==> src/rtl/seq_divider.sv <==
// -----------------------------------------------------------------------------
// seq_divider
//
// Multi-cycle unsigned restoring divider built around one shared subtractor.
// A start request in IDLE latches the operands. Each RUN cycle then retires
// one quotient bit, MSB first. After WIDTH cycles the block spends one cycle
// in DONE with a completion pulse.
//
// Division by zero skips the iterations entirely. It returns
//    quotient  = all ones
//    remainder = dividend
//    div_by_zero = 1
// and goes straight to DONE.
//
// Ports
//    clk          rising-edge clock
//    reset        asynchronous, active-high reset; aborts any operation
//    start        request, sampled only in IDLE
//    dividend     unsigned numerator, sampled with start
//    divisor      unsigned denominator, sampled with start
//    busy         high while in RUN or DONE
//    done         one-cycle completion pulse (high exactly in DONE)
//    quotient     quotient result register
//    remainder    remainder result register
//    div_by_zero  set when the last accepted divisor was zero
// -----------------------------------------------------------------------------
module seq_divider #(
   parameter int WIDTH = 64
) (
   input  logic             clk,
   input  logic             reset,
   input  logic             start,
   input  logic [WIDTH-1:0] dividend,
   input  logic [WIDTH-1:0] divisor,
   output logic             busy,
   output logic             done,
   output logic [WIDTH-1:0] quotient,
   output logic [WIDTH-1:0] remainder,
   output logic             div_by_zero
);

   // The counter must be able to hold the value WIDTH itself.
   localparam int CW = $clog2(WIDTH + 1);
   localparam logic [CW-1:0] CNT_LOAD = CW'(WIDTH);
   localparam logic [CW-1:0] CNT_ONE  = CW'(1);

   typedef enum logic [1:0] {
      S_IDLE = 2'd0,
      S_RUN  = 2'd1,
      S_DONE = 2'd2
   } state_t;

   state_t           state_reg, state_next;
   logic [WIDTH-1:0] quo_reg,   quo_next;
   logic [WIDTH-1:0] rem_reg,   rem_next;
   logic [WIDTH-1:0] dsr_reg,   dsr_next;
   logic [CW-1:0]    cnt_reg,   cnt_next;
   logic             dbz_reg,   dbz_next;

   // ------------------------------------------------------------------
   // Iteration datapath
   // ------------------------------------------------------------------
   // The quotient register starts out holding the dividend. Each cycle
   // its MSB is shifted into the partial remainder, which makes the
   // partial remainder WIDTH+1 bits wide.
   logic [WIDTH:0]   shift_rem;
   logic [WIDTH-1:0] shift_quo;
   logic [WIDTH:0]   trial;
   logic             borrow;

   assign shift_rem = {rem_reg, quo_reg[WIDTH-1]};
   assign shift_quo = {quo_reg[WIDTH-2:0], 1'b0};

   // The remainder is always below the divisor, so shift_rem < 2*divisor.
   // A WIDTH+1 bit subtraction is therefore enough:
   //    - no borrow: the difference is < divisor and its top bit is 0
   //    - borrow:    the wrapped result always has its top bit set
   assign trial  = shift_rem - {1'b0, dsr_reg};
   assign borrow = trial[WIDTH];

   // ------------------------------------------------------------------
   // State and datapath registers
   // ------------------------------------------------------------------
   always_ff @(posedge clk or posedge reset) begin
      if (reset) begin
         state_reg <= S_IDLE;
         quo_reg   <= '0;
         rem_reg   <= '0;
         dsr_reg   <= '0;
         cnt_reg   <= '0;
         dbz_reg   <= 1'b0;
      end else begin
         state_reg <= state_next;
         quo_reg   <= quo_next;
         rem_reg   <= rem_next;
         dsr_reg   <= dsr_next;
         cnt_reg   <= cnt_next;
         dbz_reg   <= dbz_next;
      end
   end

   // ------------------------------------------------------------------
   // Next-state and datapath control
   // ------------------------------------------------------------------
   always_comb begin
      state_next = state_reg;
      quo_next   = quo_reg;
      rem_next   = rem_reg;
      dsr_next   = dsr_reg;
      cnt_next   = cnt_reg;
      dbz_next   = dbz_reg;

      unique case (state_reg)
         S_IDLE: begin
            if (start) begin
               if (divisor == '0) begin
                  quo_next   = '1;
                  rem_next   = dividend;
                  dsr_next   = divisor;
                  dbz_next   = 1'b1;
                  state_next = S_DONE;
               end else begin
                  quo_next   = dividend;
                  rem_next   = '0;
                  dsr_next   = divisor;
                  cnt_next   = CNT_LOAD;
                  dbz_next   = 1'b0;
                  state_next = S_RUN;
               end
            end
         end

         S_RUN: begin
            if (!borrow) begin
               rem_next = trial[WIDTH-1:0];
               quo_next = shift_quo | {{(WIDTH-1){1'b0}}, 1'b1};
            end else begin
               rem_next = shift_rem[WIDTH-1:0];
               quo_next = shift_quo;
            end
            cnt_next = cnt_reg - CNT_ONE;
            // The last iteration is the one that takes the counter to zero.
            if (cnt_reg == CNT_ONE) begin
               state_next = S_DONE;
            end
         end

         S_DONE: begin
            state_next = S_IDLE;
         end

         default: begin
            state_next = S_IDLE;
         end
      endcase
   end

   // ------------------------------------------------------------------
   // Outputs
   // ------------------------------------------------------------------
   // The status outputs are decoded from the state register only, so a
   // change on start cannot reach them combinationally.
   assign busy        = (state_reg != S_IDLE);
   assign done        = (state_reg == S_DONE);
   assign quotient    = quo_reg;
   assign remainder   = rem_reg;
   assign div_by_zero = dbz_reg;

endmodule

==> config.mk <==
export PLATFORM = sky130hd
export DESIGN_NAME = seq_divider
export DESIGN_NICKNAME = d
export VERILOG_FILES = /design/src/rtl/seq_divider.sv
export SDC_FILE = /design/constraint.sdc
export NUM_CORES = 1
export LEC_CHECK = 0
export ABC_AREA = 0
export BUFFER_PORTS_ARGS = -buffer_cell sky130_fd_sc_hd__buf_4
export CAP_MARGIN = 10
export CELL_PAD_IN_SITES_DETAIL_PLACEMENT = 1
export CELL_PAD_IN_SITES_GLOBAL_PLACEMENT = 2
export CORE_ASPECT_RATIO = 1.2
export CORE_MARGIN = 1
export CORE_UTILIZATION = 33
export CTS_CLUSTER_DIAMETER = 60
export CTS_CLUSTER_SIZE = 25
export DETAILED_ROUTE_END_ITERATION = 12
export GPL_TIMING_DRIVEN = 0
export PLACE_DENSITY = 0.86
export RECOVER_POWER = 25
export SETUP_SLACK_MARGIN = 0.1
export SLEW_MARGIN = 20
export SYNTH_ARGS = -nofsm -noshare
export SYNTH_HDL_FRONTEND = slang
export SYNTH_SLANG_ARGS = --single-unit
==> constraint.sdc <==
create_clock -name clk -period 8.37 [get_ports clk]
set_input_delay 1.674 -clock clk [delete_from_list [all_inputs] [get_ports clk]]
set_output_delay 1.674 -clock clk [all_outputs]
set_load 0.02 [all_outputs]
==> results.yml <==
outcome:
  status: "finished with violations"
  failed_checks: "max-capacitance violations, max-slew violations"
yosys:
  async_reset_ff_frac: 1.00
  synth_edf_count: 0
  synth_cell_types: 75
  yosysWarnings: 0
  yosysTopAreaCellShare: 0.376
  ys_seq_elements: 202
  syn_area_um2: 13400
  yosysTopAreaCell: "dfrtp_1"
  syn_nets: 1859
  netlist_instances: 1661
  syn_avg_cell_area_um2: 8.09
  synth_ff_type: "dfrtp_1"
  synth.yosys.seq_area_share: 0.376
  synthTopCellsByArea: "dfrtp_1, ha_1, nand2_1"
worst_setup_path:
  path_class: "input pin to async pin"
  worstPathMaxFanout: 82
  cp.arrival_ns: 5.54
  r2r_end: "remainder[22]"
  crit_path_start_kind: "input pin"
  startpoint: "reset"
  r2r_cells: 15
  end_kind: "async pin"
  worst_ep_required_time_ns: 8.56
  r2r-start: "quotient[63]"
  reg2reg_slack_ns: 3.73
placed_design:
  place_ws_ns: 2.97
  io_buffers: 261
  hpwl_um: 48900
  gp_congestion: 0.923
  dpl.cell_count: 2458
timing:
  rsz0062_at_grt: "no"
  fin_crit_sh: 0.640
  setup_ws_ns: 3.02
  finalMaxSlewViolations: 145
  holdWs_ns: 0.499
  fmax_mhz: 187
  setup_viol_count_final: 0
  tightest_slew_ns: 2.97
  max_slew_margin: -0.992
  hold_viol_final: 0
  fin_crit_ns: 5.35
  fin_skew_ns: 0.0424
hold_path:
  hp-class: "flip-flop to flip-flop"
  whs_endpoint: "dsr_reg[0]"
  hold_path_startpoint: "dsr_reg[0]"
  hold_depth: 2
route:
  firstDrtPassIters: 5
  wire_per_inst_um: 24.3
  routed_via_density: 5.67
  ant_nets: 0
  totalWireLength_um: 60800
  drt_iter0_drc: 813
  vias: 14212
  drc_errors: 0
floorplan:
  start_util: 0.336
  die_w_um: 186
  core_area_um2: 39900
  ios: 262
  die_area_um2: 41500
  die_h_um: 223
  rows: 80
pwr:
  seq_power_share: 0.206
  power.switching_mw: 5.12
  power.density_nw_per_um2: 576
  power_leakage_nw: 7.60
  p_int_mw: 4.67
  vdd_ir_drop_max_mv: 0.250
  total_power_mw: 9.79
  pwr-share-comb: 0.673
  sw_frac_of_total: 0.523
  p_clk_frac: 0.121
grt:
  antenna_found_initial: 0
  grt_usage: 0.294
  gr-total-overflow: 0
  grt_max_degree: 83
  grt_pass1_wl_um: 91100
  grt_pass1_vias: 14785
clock_tree:
  cts_resized: 0
  cts_tree: "done"
  h-tree-depth: 1
  cts_buffer_depth: 3
  clkTransAtPathRegs_ns: 0.07
  root_buffer: "clkbuf_16"
  cts_hold_buf: 0
  cts.sinks: 202
  insertion_delay_ns: 0.59
  cts_setup_buffers: 0
  numCtsBuffers: 26
finish:
  nFillCells: 4846
  instances_no_fill: 2505
  drive_above_1_share: 0.177
  num_antenna_cells: 0
  final_nets: 2151
  syn_to_final_growth_pct: 26.6
run:
  max_cap_viol_count: 2
## final cells by class
type	count	area, um^2	share of cell area
flip-flops and latches	202	5050	0.297
multi-input cells	1253	7550	0.444
inverters	87	328	0.0193
clock inverters	20	234	0.0138
clock buffers	27	664	0.0391
repair buffers	264	2000	0.118
plain buffers	119	503	0.0296
well taps	533	667	0.0392
## power groups by stage
stage	clock (mW)	sequential [mW]	combinational [mW]
final	1.18	2.02	6.59
after global routing	1.23	2.07	7.22
after CTS	1.20	2.02	6.60
after detailed placement	0	2.03	6.56
after global placement	0	2.02	6.43
after floorplan	0	2.19	4.12
## Yosys cell counts (3+ instances only)
cell type / instances
a211o_1: 10
a211oi_1: 3
a21boi_0: 3
a21o_1: 31
a21oi_1: 129
a221oi_1: 14
a22o_1: 3
a22oi_1: 4
a311oi_1: 3
a31oi_1: 19
and2_1: 4
and3_1: 32
and4_1: 3
buf_2: 9
buf_4: 3
buf_6: 3
clkbuf_1: 101
dfrtp_1: 202
ha_1: 66
inv_1: 87
mux2i_1: 19
nand2_1: 213
nand2b_1: 9
nand3_1: 22
nand4_1: 32
nor2_1: 134
nor2b_1: 13
nor3_1: 85
nor3b_1: 3
nor4_1: 25
o211ai_1: 7
o21a_1: 6
o21ai_0: 138
o21ai_1: 19
o21bai_1: 16
o22ai_1: 8
o31ai_1: 68
or2_2: 4
or3_1: 4
or4_1: 3
xnor2_1: 40
xor2_1: 20
## worst max-delay path: stages
cell and delay, ns:
clkbuf_4 0.11, clkinvlp_2 1.65, buf_16 0.34, clkbuf_2 1.68
## cells by family after synthesis
family | after synthesis | synth area share
AND/OR/NAND/NOR | 596 | 0.208
AO/OA/AOI/OAI | 510 | 0.237
buffers and inverters | 206 | 0.0618
flip-flops | 202 | 0.376
adder cells (fa/ha/maj) | 67 | 0.0630
XOR/XNOR | 60 | 0.0391
multiplexers | 20 | 0.0150
## metrics by stage
| stage | TNS [ns] | util | cell area [um^2] |
|---|---|---|---|
| 2_1_floorplan | 0 | - | 13400 |
| 3_3_place_gp | -303.82 | 0.402 | 16100 |
| 3_5_place_dp | 0 | 0.404 | 16100 |
| 4_1_cts | 0 | 0.427 | 17000 |
| 5_1_grt | 0 | 0.426 | 17000 |
| 6_report | 0 | 0.426 | 17000 |
## layout by cell type, fill, tap and decap left out, types with 32 or more instances in the layout
cell type / n
nor2_1: 134
inv_1: 86
buf_4: 264
a21oi_1: 129
nand2_1: 213
clkbuf_1: 101
xnor2_1: 40
dfrtp_1: 202
nand4_1: 32
o31ai_1: 68
and3_1: 32
nor3_1: 85
o21ai_0: 138
ha_1: 66
## metal layers
layer,part of all wire,global-route usage
met1,0.41,0.357
met2,0.50,0.512
met3,0.044,0.0330
met4,0.050,0.140
met5,0,0
## worst max-delay path by stage
stage | end | slack (ns)
floorplan | cnt_reg[0] | 1.19
global placement | dsr_reg[49] | -1.54
detailed placement | remainder[19] | 2.97
CTS | remainder[19] | 3.53
global route | dsr_reg[55] | 2.17
finish | dsr_reg[55] | 3.02
Power figures use the tool's default switching activity.
